**config.mk**
```make
export PLATFORM = sky130hd
export DESIGN_NAME = cache_system_2way_flat
export DESIGN_NICKNAME = d
export VERILOG_FILES = /design/src/rtl/cache_pkg.sv /design/src/rtl/cache_system_2way_if.sv /design/src/rtl/cache_way_array.sv /design/src/rtl/cache_system_2way.sv /design/src/flat_wrapper.sv
export SDC_FILE = /design/constraint.sdc
export NUM_CORES = 1
export LEC_CHECK = 0
export CAP_MARGIN = 20
export CORE_UTILIZATION = 56
export DETAILED_ROUTE_END_ITERATION = 6
export MAX_ROUTING_LAYER = met4
export PLACE_DENSITY = 0.79
export SKIP_CTS_REPAIR_TIMING = 1
export SLEW_MARGIN = 20
export SYNTH_ARGS = -nofsm -noshare
export SYNTH_HDL_FRONTEND = slang
export SYNTH_SLANG_ARGS = --single-unit
```
**constraint.sdc**
```tcl
create_clock -name clk -period 9.55 [get_ports clk]
set_input_delay 2.3875 -clock clk [delete_from_list [all_inputs] [get_ports clk]]
set_output_delay 2.3875 -clock clk [all_outputs]
set_load 0.05 [all_outputs]
```
**src/rtl/cache_pkg.sv**
```systemverilog
// Shared types and helpers for the 2-way set-associative data cache.
//   state_t   : controller states (IDLE, RD_MISS, WR_MEM)
//   get_index : set index field of a word address
//   get_tag   : tag field of a word address
// The helpers work on a 32-bit container so that ADDR_W may be overridden
// up to ADDR_MAX_W; callers cast the result to the field width they need.
package cache_pkg;

  localparam int ADDR_MAX_W = 32;

  typedef enum logic [1:0] {
    IDLE,
    RD_MISS,
    WR_MEM
  } state_t;

  function automatic logic [ADDR_MAX_W-1:0] get_index(input logic [ADDR_MAX_W-1:0] addr,
                                                       input int index_w);
    return addr & ((ADDR_MAX_W'(1) << index_w) - ADDR_MAX_W'(1));
  endfunction

  function automatic logic [ADDR_MAX_W-1:0] get_tag(input logic [ADDR_MAX_W-1:0] addr,
                                                     input int index_w);
    return addr >> index_w;
  endfunction

endpackage

```
**src/rtl/cache_system_2way_if.sv**
```systemverilog
// Core-side and memory-side bus of the cache subsystem.
//   cpu_re/cpu_we/cpu_addr/cpu_wdata : request from the core
//   cpu_rdata/stall                  : response to the core
//   mem_re/mem_we/mem_addr/mem_wdata : request to the backing memory
//   mem_rdata/mem_ready              : completion from the backing memory
// Modports:
//   slave  : the cache itself
//   master : the environment around it (core plus backing memory)
interface cache_system_2way_if #(
  parameter int ADDR_W = 10,
  parameter int DATA_W = 32
);
  logic              cpu_re;
  logic              cpu_we;
  logic [ADDR_W-1:0] cpu_addr;
  logic [DATA_W-1:0] cpu_wdata;
  logic [DATA_W-1:0] cpu_rdata;
  logic              stall;
  logic              mem_re;
  logic              mem_we;
  logic [ADDR_W-1:0] mem_addr;
  logic [DATA_W-1:0] mem_wdata;
  logic [DATA_W-1:0] mem_rdata;
  logic              mem_ready;

  modport slave (
    input  cpu_re, cpu_we, cpu_addr, cpu_wdata, mem_rdata, mem_ready,
    output cpu_rdata, stall, mem_re, mem_we, mem_addr, mem_wdata
  );

  modport master (
    output cpu_re, cpu_we, cpu_addr, cpu_wdata, mem_rdata, mem_ready,
    input  cpu_rdata, stall, mem_re, mem_we, mem_addr, mem_wdata
  );
endinterface

```
**src/rtl/cache_way_array.sv**
```systemverilog
// One way of the cache: per-set valid bit, tag and data word.
//   clk, rst : clock and synchronous active-high reset (clears valid bits)
//   index    : set selected for both lookup and write
//   tag      : tag compared on lookup and stored on write
//   hit      : selected set is valid and its tag matches
//   valid    : valid bit of the selected set
//   rdata    : data word of the selected set
//   we       : write strobe; sets valid and stores tag and wr_data
//   wr_data  : data word stored on write
module cache_way_array #(
  parameter int SETS   = 4,
  parameter int TAG_W  = 8,
  parameter int DATA_W = 32
) (
  input  logic                       clk,
  input  logic                       rst,
  input  logic [$clog2(SETS)-1:0]    index,
  input  logic [TAG_W-1:0]           tag,
  output logic                       hit,
  output logic                       valid,
  output logic [DATA_W-1:0]          rdata,
  input  logic                       we,
  input  logic [DATA_W-1:0]          wr_data
);
  logic [SETS-1:0]   valid_bits;
  logic [TAG_W-1:0]  tag_mem  [SETS];
  logic [DATA_W-1:0] data_mem [SETS];

  assign valid = valid_bits[index];
  assign hit   = valid && (tag_mem[index] == tag);
  assign rdata = data_mem[index];

  always_ff @(posedge clk) begin
    if (rst) begin
      valid_bits <= '0;
    end else if (we) begin
      valid_bits[index] <= 1'b1;
    end
  end

  // NOTE: tag/data storage is deliberately not reset; a cleared valid bit
  // already hides stale contents, and leaving it out keeps these as plain RAM.
  always_ff @(posedge clk) begin
    if (we) begin
      tag_mem[index]  <= tag;
      data_mem[index] <= wr_data;
    end
  end

endmodule

```
**src/rtl/cache_system_2way.sv**
```systemverilog
// 2-way set-associative, write-through, no-write-allocate, read-allocate
// data cache (one word per line) with true-LRU replacement, in front of a
// variable-latency backing memory.
//   clk, rst   : clock and synchronous active-high reset
//   bus        : core and memory handshake signals (slave modport)
//   hit_count  : saturating count of read hits
//   miss_count : saturating count of read misses
module cache_system_2way
  import cache_pkg::*;
#(
  parameter int ADDR_W = 10,
  parameter int DATA_W = 32,
  parameter int SETS   = 4,
  parameter int CNT_W  = 16
) (
  input  logic               clk,
  input  logic               rst,
  cache_system_2way_if.slave bus,
  output logic [CNT_W-1:0]   hit_count,
  output logic [CNT_W-1:0]   miss_count
);
  localparam int INDEX_W = $clog2(SETS);
  localparam int TAG_W   = ADDR_W - INDEX_W;

  state_t state, state_next;

  logic [ADDR_W-1:0]  req_addr;
  logic [DATA_W-1:0]  req_wdata;
  logic [SETS-1:0]    lru;          // per set: the least-recently-used way

  logic [ADDR_W-1:0]  lookup_addr;
  logic [INDEX_W-1:0] index;
  logic [TAG_W-1:0]   tag;

  logic [1:0]         way_hit;
  logic [1:0]         way_valid;
  logic [1:0]         way_we;
  logic [DATA_W-1:0]  way_rdata [2];
  logic [DATA_W-1:0]  wr_data;

  logic hit_any, hit_way, victim_way;
  logic lru_we, lru_val;
  logic hit_inc, miss_inc;
  logic latch_addr, latch_wdata;

  // While an access is outstanding the latched address drives the lookup, so
  // the fill/update on mem_ready targets the set of the original request.
  assign lookup_addr = (state == IDLE) ? bus.cpu_addr : req_addr;
  assign index       = INDEX_W'(get_index(32'(lookup_addr), INDEX_W));
  assign tag         = TAG_W'(get_tag(32'(lookup_addr), INDEX_W));

  for (genvar w = 0; w < 2; w++) begin : g_way
    cache_way_array #(
      .SETS   (SETS),
      .TAG_W  (TAG_W),
      .DATA_W (DATA_W)
    ) u_way (
      .clk     (clk),
      .rst     (rst),
      .index   (index),
      .tag     (tag),
      .hit     (way_hit[w]),
      .valid   (way_valid[w]),
      .rdata   (way_rdata[w]),
      .we      (way_we[w]),
      .wr_data (wr_data)
    );
  end

  // A line is only ever allocated on a miss, so at most one way can match.
  assign hit_any    = |way_hit;
  assign hit_way    = ~way_hit[0];
  assign victim_way = !way_valid[0] ? 1'b0 :
                      !way_valid[1] ? 1'b1 : lru[index];

  assign bus.mem_addr  = req_addr;
  assign bus.mem_wdata = req_wdata;

  // NOTE: every output of this block gets a default before the case, so no
  // path leaves a signal unassigned and no latch is inferred.
  always_comb begin
    state_next    = state;
    bus.stall     = 1'b0;
    bus.mem_re    = 1'b0;
    bus.mem_we    = 1'b0;
    bus.cpu_rdata = '0;
    way_we        = '0;
    wr_data       = bus.mem_rdata;
    lru_we        = 1'b0;
    lru_val       = 1'b0;
    hit_inc       = 1'b0;
    miss_inc      = 1'b0;
    latch_addr    = 1'b0;
    latch_wdata   = 1'b0;

    case (state)
      IDLE: begin
        if (bus.cpu_we) begin
          bus.stall   = 1'b1;
          latch_addr  = 1'b1;
          latch_wdata = 1'b1;
          state_next  = WR_MEM;
        end else if (bus.cpu_re) begin
          if (hit_any) begin
            bus.cpu_rdata = way_rdata[hit_way];
            lru_we        = 1'b1;
            lru_val       = ~hit_way;
            hit_inc       = 1'b1;
          end else begin
            bus.stall  = 1'b1;
            latch_addr = 1'b1;
            miss_inc   = 1'b1;
            state_next = RD_MISS;
          end
        end
      end

      RD_MISS: begin
        bus.mem_re = 1'b1;
        bus.stall  = 1'b1;
        if (bus.mem_ready) begin
          bus.stall          = 1'b0;
          bus.cpu_rdata      = bus.mem_rdata;
          way_we[victim_way] = 1'b1;
          lru_we             = 1'b1;
          lru_val            = ~victim_way;
          state_next         = IDLE;
        end
      end

      WR_MEM: begin
        bus.mem_we = 1'b1;
        bus.stall  = 1'b1;
        wr_data    = req_wdata;
        if (bus.mem_ready) begin
          bus.stall = 1'b0;
          if (hit_any) begin
            way_we[hit_way] = 1'b1;
            lru_we          = 1'b1;
            lru_val         = ~hit_way;
          end
          state_next = IDLE;
        end
      end

      default: state_next = IDLE;
    endcase
  end

  // NOTE: all state below uses non-blocking assignments so every register
  // samples pre-edge values and simulation matches the synthesized flops.
  always_ff @(posedge clk) begin
    if (rst) state <= IDLE;
    else     state <= state_next;
  end

  always_ff @(posedge clk) begin
    if (rst) begin
      req_addr  <= '0;
      req_wdata <= '0;
    end else begin
      if (latch_addr)  req_addr  <= bus.cpu_addr;
      if (latch_wdata) req_wdata <= bus.cpu_wdata;
    end
  end

  always_ff @(posedge clk) begin
    if (rst)         lru        <= '0;
    else if (lru_we) lru[index] <= lru_val;
  end

  always_ff @(posedge clk) begin
    if (rst) begin
      hit_count  <= '0;
      miss_count <= '0;
    end else begin
      if (hit_inc && (hit_count != '1))   hit_count  <= hit_count + 1'b1;
      if (miss_inc && (miss_count != '1)) miss_count <= miss_count + 1'b1;
    end
  end

endmodule

```
**src/flat_wrapper.sv**
```systemverilog
// flat-port wrapper written by rule: the top's interface ports become plain ports
module cache_system_2way_flat import cache_pkg::*;
#(
  parameter int ADDR_W = 10,
  parameter int DATA_W = 32,
  parameter int SETS   = 4,
  parameter int CNT_W  = 16
)
  (clk, rst, hit_count, miss_count, bus_cpu_re, bus_cpu_we, bus_cpu_addr, bus_cpu_wdata, bus_mem_rdata, bus_mem_ready, bus_cpu_rdata, bus_stall, bus_mem_re, bus_mem_we, bus_mem_addr, bus_mem_wdata);
  cache_system_2way_if #(.ADDR_W(ADDR_W), .DATA_W(DATA_W)) bus_i ();
  input  logic clk;
  input  logic rst;
  output logic [CNT_W-1:0] hit_count;
  output logic [CNT_W-1:0] miss_count;
  input wire logic [$bits(bus_i.cpu_re)-1:0] bus_cpu_re;
  input wire logic [$bits(bus_i.cpu_we)-1:0] bus_cpu_we;
  input wire logic [$bits(bus_i.cpu_addr)-1:0] bus_cpu_addr;
  input wire logic [$bits(bus_i.cpu_wdata)-1:0] bus_cpu_wdata;
  input wire logic [$bits(bus_i.mem_rdata)-1:0] bus_mem_rdata;
  input wire logic [$bits(bus_i.mem_ready)-1:0] bus_mem_ready;
  output wire logic [$bits(bus_i.cpu_rdata)-1:0] bus_cpu_rdata;
  output wire logic [$bits(bus_i.stall)-1:0] bus_stall;
  output wire logic [$bits(bus_i.mem_re)-1:0] bus_mem_re;
  output wire logic [$bits(bus_i.mem_we)-1:0] bus_mem_we;
  output wire logic [$bits(bus_i.mem_addr)-1:0] bus_mem_addr;
  output wire logic [$bits(bus_i.mem_wdata)-1:0] bus_mem_wdata;
  assign bus_i.cpu_re = bus_cpu_re;
  assign bus_i.cpu_we = bus_cpu_we;
  assign bus_i.cpu_addr = bus_cpu_addr;
  assign bus_i.cpu_wdata = bus_cpu_wdata;
  assign bus_i.mem_rdata = bus_mem_rdata;
  assign bus_i.mem_ready = bus_mem_ready;
  assign bus_cpu_rdata = bus_i.cpu_rdata;
  assign bus_stall = bus_i.stall;
  assign bus_mem_re = bus_i.mem_re;
  assign bus_mem_we = bus_i.mem_we;
  assign bus_mem_addr = bus_i.mem_addr;
  assign bus_mem_wdata = bus_i.mem_wdata;
  cache_system_2way #(.ADDR_W(ADDR_W), .DATA_W(DATA_W), .SETS(SETS), .CNT_W(CNT_W)) u_core (.clk(clk), .rst(rst), .bus(bus_i), .hit_count(hit_count), .miss_count(miss_count));
endmodule
```
# ---- Word level (Yosys, flattened, before mapping)
# Memories as Yosys holds them, arrays and structs flattened.
# Cells that the tools add are included.
dict set report classes {
  addsub 2
  order_cmp 7
  eq_ne 9
  muxes 63
  n_bitwise 5
  reduce_logical 11
}
# op count
set ops {}
lappend ops {{$mux 32} 8}
lappend ops {{$pmux 32 s2} 1}
lappend ops {{$mux 1} 34}
lappend ops {{$add 16x1->16 const B} 2}
lappend ops {{$ne 16x16->1 const B} 2}
lappend ops {{$eq 8x8->1} 2}
lappend ops {{$mux 2} 7}
lappend ops {{$mux 10} 1}
lappend ops {{$or 4x4->4} 2}
lappend ops {{$pmux 2 s2} 2}
lappend ops {{$logic_and 1x1->1} 7}
lappend ops {{$bmux 1 s2} 3}
lappend ops {{$ne 3x3->1 const B} 2}
lappend ops {{$pmux 1 s3} 2}
lappend ops {{$bwmux 4} 1}
lappend ops {{$lt 1x2->1 const B} 2}
lappend ops {{$reduce_or 2->1} 2}
lappend ops {{$lt 2x3->1 const B} 1}
lappend ops {{$reduce_and 3->1} 1}
lappend ops {{$demux 1 s1} 2}
lappend ops {{$demux 1 s2} 1}
lappend ops {{$eq 2x1->1 const B} 1}
lappend ops {{$eq 2x2->1 const B} 1}
lappend ops {{$ge 1x1->1 const B} 2}
lappend ops {{7 further kinds} 8}
dict set report totals {
  regBits 88
  ramBits 320
  input_bits 79
  out_inout_bits 109
  word_cells 109
  memories 4
}
# memory depth width rd rd_ports_with_merged_regs wr line
set memory_table {}
lappend memory_table {{u_core.g_way[0].u_way.data_mem} 4 32 1 0 1 cache_way_array.sv:27} ;# logic [DATA_W-1:0] data_mem [SETS];
lappend memory_table {{u_core.g_way[1].u_way.data_mem} 4 32 1 0 1 cache_way_array.sv:27}
lappend memory_table {{u_core.g_way[0].u_way.tag_mem} 4 8 1 0 1 cache_way_array.sv:26} ;# logic [TAG_W-1:0] tag_mem [SETS];
lappend memory_table {{u_core.g_way[1].u_way.tag_mem} 4 8 1 0 1 cache_way_array.sv:26}

# ---- Depth between registers and ports, before layout
dict set report logic_depth {
  ltp_word 15
  depth_mapped 14
}

# ---- By module
# A second synthesis with hierarchy kept.
dict set report hier_totals {
  hier_cells 1035
  hier_area_um2 16682.2
}
# module n_inst cells_per_inst area_per_inst_um2
set by_module_without_submodules {}
lappend by_module_without_submodules {cache_way_array 2 245 6054.6}
lappend by_module_without_submodules {cache_system_2way 1 545 4573.1}

# ---- Least setup slack after synthesis
# OpenSTA, ideal clock, no wires.
dict set report synth_timing {
  kind {in2out}
  startpoint {input bus_cpu_addr[1]}
  endpoint {output bus_cpu_rdata[31]}
  t_arrival_ps 5478
  slack_ps 1685
  stages 11
  path_buffers 2
  cell_sequence {mux2i_2 > buf_4 > mux2i_1 > xnor2_1 > nand4_1 > a2111oi_2 > nand4_2 > clkbuf_1 > nor2b_1 > a21oi_1 > o21ai_0}
}
dict set report synth_via {
  elab_chain_len 13
  elab_cells_between_ends 23
  cone_classes {2 x eq/ne; 12 x mux; 2 x bitwise; 3 x reduce/logical; 4 x memory}
}
# item line
set synth_lines {}
lappend synth_lines {{start, declared} flat_wrapper.sv:17} ;# input wire logic [$bits(bus_i.cpu_addr)-1:0] bus_cpu_addr;
lappend synth_lines {{$mux 10 (*)} cache_system_2way.sv:48} ;# assign lookup_addr = (state == IDLE) ? bus.cpu_addr : req_addr;
lappend synth_lines {{$mem_v2 4x8 or $bmux 1 s2 (tied branches)} n/a}
lappend synth_lines {{$eq 8x8->1 or $mux 1 (tied branches)} {cache_way_array.sv:30, cache_way_array.sv:29}}
lappend synth_lines {{$logic_and 1x1->1} cache_way_array.sv:30} ;# assign hit = valid && (tag_mem[index] == tag);
lappend synth_lines {{$not 1->1} cache_system_2way.sv:72} ;# assign hit_way = ~way_hit[0];
lappend synth_lines {{$not 1->2 (not written as such)} cache_system_2way.sv:105} ;# bus.cpu_rdata = way_rdata[hit_way];
lappend synth_lines {{$mux 32 (not written as such) (3 in series)} cache_system_2way.sv:105}
lappend synth_lines {{$mux 32 (*)} cache_system_2way.sv:104} ;# if (hit_any) begin
lappend synth_lines {{$mux 32 (*)} cache_system_2way.sv:103} ;# end else if (bus.cpu_re) begin
lappend synth_lines {{$mux 32 (*)} cache_system_2way.sv:98} ;# if (bus.cpu_we) begin
lappend synth_lines {{$pmux 32 s2 (*)} cache_system_2way.sv:96} ;# case (state)
lappend synth_lines {{end, declared} flat_wrapper.sv:21} ;# output wire logic [$bits(bus_i.cpu_rdata)-1:0] bus_cpu_rdata;
# Every way passes the cells marked *; elsewhere a longest branch is shown, timed or not. The select of a mux whose other input is x is not followed.

# ---- Final worst setup path
# Same ends and word-level chain as after synthesis.

==> impl_metrics.py <==
metrics = {
    "layout": {
        "layout_common_cells": "320 x edfxtp_1, 153 x clkdlybuf4s50_1, 113 x nand2_1",
        "nNetsFinal": 1433,
        "final_common_cell": "edfxtp_1",
        "syn_to_final_growth_pct": 23.8,
        "final_layout_size_suffix_gt1_share_pct": 18.9,
        "antenna_cells": 0,
    },
    "clock_network": {
        "cts_tree": "done",
        "cts_root_buf": "clkbuf_16",
        "cts.sinks": 408,
        "insertion_delay_ps": 540,
        "clockBufferDepth": 3,
        "numCtsBuffers": 40,
        "path_clk_slew_ps": 60,
        "cts.htree.levels": 2,
    },
    "floorplanning": {
        "die_w_um": 177,
        "die_h_um": 177,
        "die_area_mm2": 0.0312,
        "floorplan.initialDensity_pct": 57.3,
        "boundaryPins": 188,
        "row_count": 63,
        "core-area_mm2": 0.0298,
    },
    "worst_hold_path": {
        "min_from": "u_core.g_way[1].u_way.valid_bits[0]",
        "min_path_type": "flip-flop to flip-flop",
        "whs_path_depth": 2,
        "min_to": "u_core.g_way[1].u_way.valid_bits[0]",
    },
    "sta": {
        "max_slew_margin_pct": 35.7,
        "period_share_pct": 89.3,
        "hold_violations": 0,
        "setup_slack_ps": 1030,
        "setup_violations": 0,
        "min_period_ps": 8520,
        "fin_skew_ps": 24.1,
        "hold_ws_ps": 459,
        "setup-tns-final_ps": 0,
        "rsz0062_at_grt": "no",
        "fmax_mhz": 117,
        "report.final.slew_viol_count": 0,
        "worst_slew_pin_slew_ps": 965,
    },
    "yosys": {
        "syn_nets": 1241,
        "ys_seq_elements": 408,
        "async_flop_share_pct": 0,
        "netlist_instances": 1156,
        "ys_warn_count": 0,
        "synth_area_per_cell_um2": 14.8,
        "syn_area_mm2": 0.0171,
        "ys_types": 53,
        "ys.flop_type": "edfxtp_1",
        "synth_edf_count": 320,
        "ys_seq_area_share_pct": 66.6,
    },
    "run": {
        "drv_cap": 0,
    },
    "grt": {
        "grt_max_degree": 75,
        "grt_antenna_before_repair": 0,
        "grt_usage_pct": 27.0,
        "grt_pass1_wl_um": 61500,
        "grt_pass1_vias": 10600,
        "overflow": 0,
    },
    "power_and_ir_drop": {
        "power_mw": 4.21,
        "peakVddDrop_mv": 0.123,
        "powerDensity_mw_per_mm2": 199,
        "p_leak_nw": 6.94,
    },
    "worst_setup_path": {
        "critPathTopFamily": "buffers and inverters",
        "reg2regPathDepth": 14,
        "critPathSlowestCell": "mux2i_4",
        "critical_path_arrival_ps": 6140,
        "crit_chain": "clkdlybuf4s50_1 -> mux2i_4 -> buf_4 -> mux4_2 -> xnor2_1 -> nor4_1 -> nand3_2 -> nor2b_2 -> buf_12 -> a21oi_1 -> o21ai_0 -> buf_12",
        "worst_setup_path_end_kind": "primary output",
        "worst_path_largest_cell_delay_ps": 690,
        "r2r-end": "u_core.g_way[1].u_way.tag_mem[0][5]",
        "crit_path_max_fanout": 33,
        "r2r-start": "u_core.state[0]",
        "worstSetupStartpoint": "bus_cpu_addr[1]",
        "crit_type": "primary input to primary output",
        "startpoint_type": "primary input",
        "r2r_slack_ps": 3860,
        "critPathMostFrequentCell": "buf_12",
        "cp.required_ps": 7160,
        "worst-path-buf-inv": 4,
    },
    "routing": {
        "ant_nets": 0,
        "wl_per_cell_um": 22.8,
        "drc_errors": 0,
        "vias": 10700,
        "first_iter_violations": 989,
        "dr.pass1.iters": 5,
        "wirelength_um": 40400,
        "viasPerCell": 6.05,
    },
    "place": {
        "gp_congestion": 0.863,
        "dp_hpwl_um": 24400,
        "port_buffers": 187,
        "pre_cts_ws_ps": 1070,
    },
    "run_status": {
        "status": "complete, no violations",
    },
}
flip-flops by register name (all words and copies together), names as in the netlist:
signal	count
u_core.miss_count	16
u_core.hit_count	16
u_core.bus.mem_addr	10
u_core.state	2
u_core.lru	4
u_core.g_way.u_way.tag_mem	64
u_core.g_way.u_way.valid_bits	8
u_core.bus.mem_wdata	32
u_core.g_way.u_way.data_mem	256
final cells by class:
cell class              count  area [µm²]
clock buffers              52        1120
well taps                 390         488
clock inverters            21         251
fillers                  1915        8670
repair buffers            215        2410
flip-flops and latches    408       11400
inverters                  18        67.6
multi-input cells         665        5420
power breakdown:
| group | internal [mW] | leakage, nW | switching (mW) |
|---|---|---|---|
| Clock | 0.966 | 0.661 | 0.649 |
| Combinational | 0.249 | 2.68 | 0.362 |
| Sequential | 1.97 | 3.60 | 0.0166 |
synthesized netlist by cell type, types with 2 or more instances:
master | instances | area share, %
xor2_1 | 5 | 0.26
o31ai_1 | 8 | 0.35
buf_1 | 5 | 0.11
mux4_2 | 68 | 9.0
o21ai_0 | 22 | 0.65
nand2b_1 | 7 | 0.26
nand3_1 | 18 | 0.53
or4_1 | 3 | 0.13
nand2_1 | 113 | 2.5
a21oi_1 | 86 | 2.5
clkbuf_1 | 44 | 0.97
or3_1 | 8 | 0.29
dfxtp_1 | 88 | 10
buf_6 | 3 | 0.20
and3b_1 | 3 | 0.15
edfxtp_1 | 320 | 56
a211oi_2 | 4 | 0.29
buf_2 | 8 | 0.23
a2111oi_4 | 2 | 0.32
and2_1 | 6 | 0.22
xnor2_1 | 28 | 1.4
mux2_2 | 35 | 2.3
nor2_1 | 43 | 0.95
ha_1 | 6 | 0.44
nor3_1 | 10 | 0.29
nor2b_1 | 41 | 1.5
buf_4 | 5 | 0.22
mux2_1 | 8 | 0.53
nor3b_2 | 3 | 0.22
o2111ai_1 | 2 | 0.10
mux2i_1 | 41 | 2.4
o32ai_1 | 4 | 0.21
inv_1 | 18 | 0.40
o21ai_1 | 46 | 1.3
a21o_1 | 3 | 0.13
nand4_1 | 13 | 0.48
nor3b_1 | 5 | 0.22
and3_1 | 9 | 0.33
worst register-to-register path, delay by kind of cell, from the launching register on:
family | cells | cell delay [ps]
fa+ha+maj | 1 | 330
xor+xnor | 1 | 140
buf+inv | 5 | 1790
compound gates | 1 | 200
mux | 2 | 1140
simple gates | 4 | 1380
flops | 1 | 330
how the worst max path moves through the flow:
stage | to | slack [ps] | cells past startpoint
after floorplan | bus_cpu_rdata[31] | 1680 | 11
final | bus_cpu_rdata[31] | 1030 | 12
after detailed placement | bus_cpu_rdata[31] | 1070 | 12
after global placement | bus_cpu_rdata[31] | 1080 | 12
after global routing | bus_cpu_rdata[31] | 870 | 12
after CTS | bus_cpu_rdata[31] | 1050 | 12
stage by stage:
step | std cells | utilization, % | instance area (µm²)
final | 1769 | 70.9 | 21100
after floorplan | 1156 | - | 17100
after detailed placement | 1696 | 66.3 | 19700
after CTS | 1769 | 70.9 | 21100
after global routing | 1769 | 70.9 | 21100
after global placement | 1696 | 66.3 | 19700
kinds of logic after synthesis:
family | after synthesis | synth area share, %
XOR/XNOR | 33 | 1.69
multiplexers | 153 | 14.3
adder cells (fa/ha/maj) | 6 | 0.440
buffers and inverters | 83 | 2.13
flip-flops | 408 | 66.6
AO/OA/AOI/OAI | 185 | 6.44
AND/OR/NAND/NOR | 288 | 8.38
per-layer routing:
metal	track usage (%)	up-vias	share of wire, %
met5	-	-	0
met4	6.90	0	1.8
met3	3.47	56	7.2
met2	43.7	502	49
met1	36.5	5371	42
li1	-	4773	-
(Power assumes the default switching activity.)
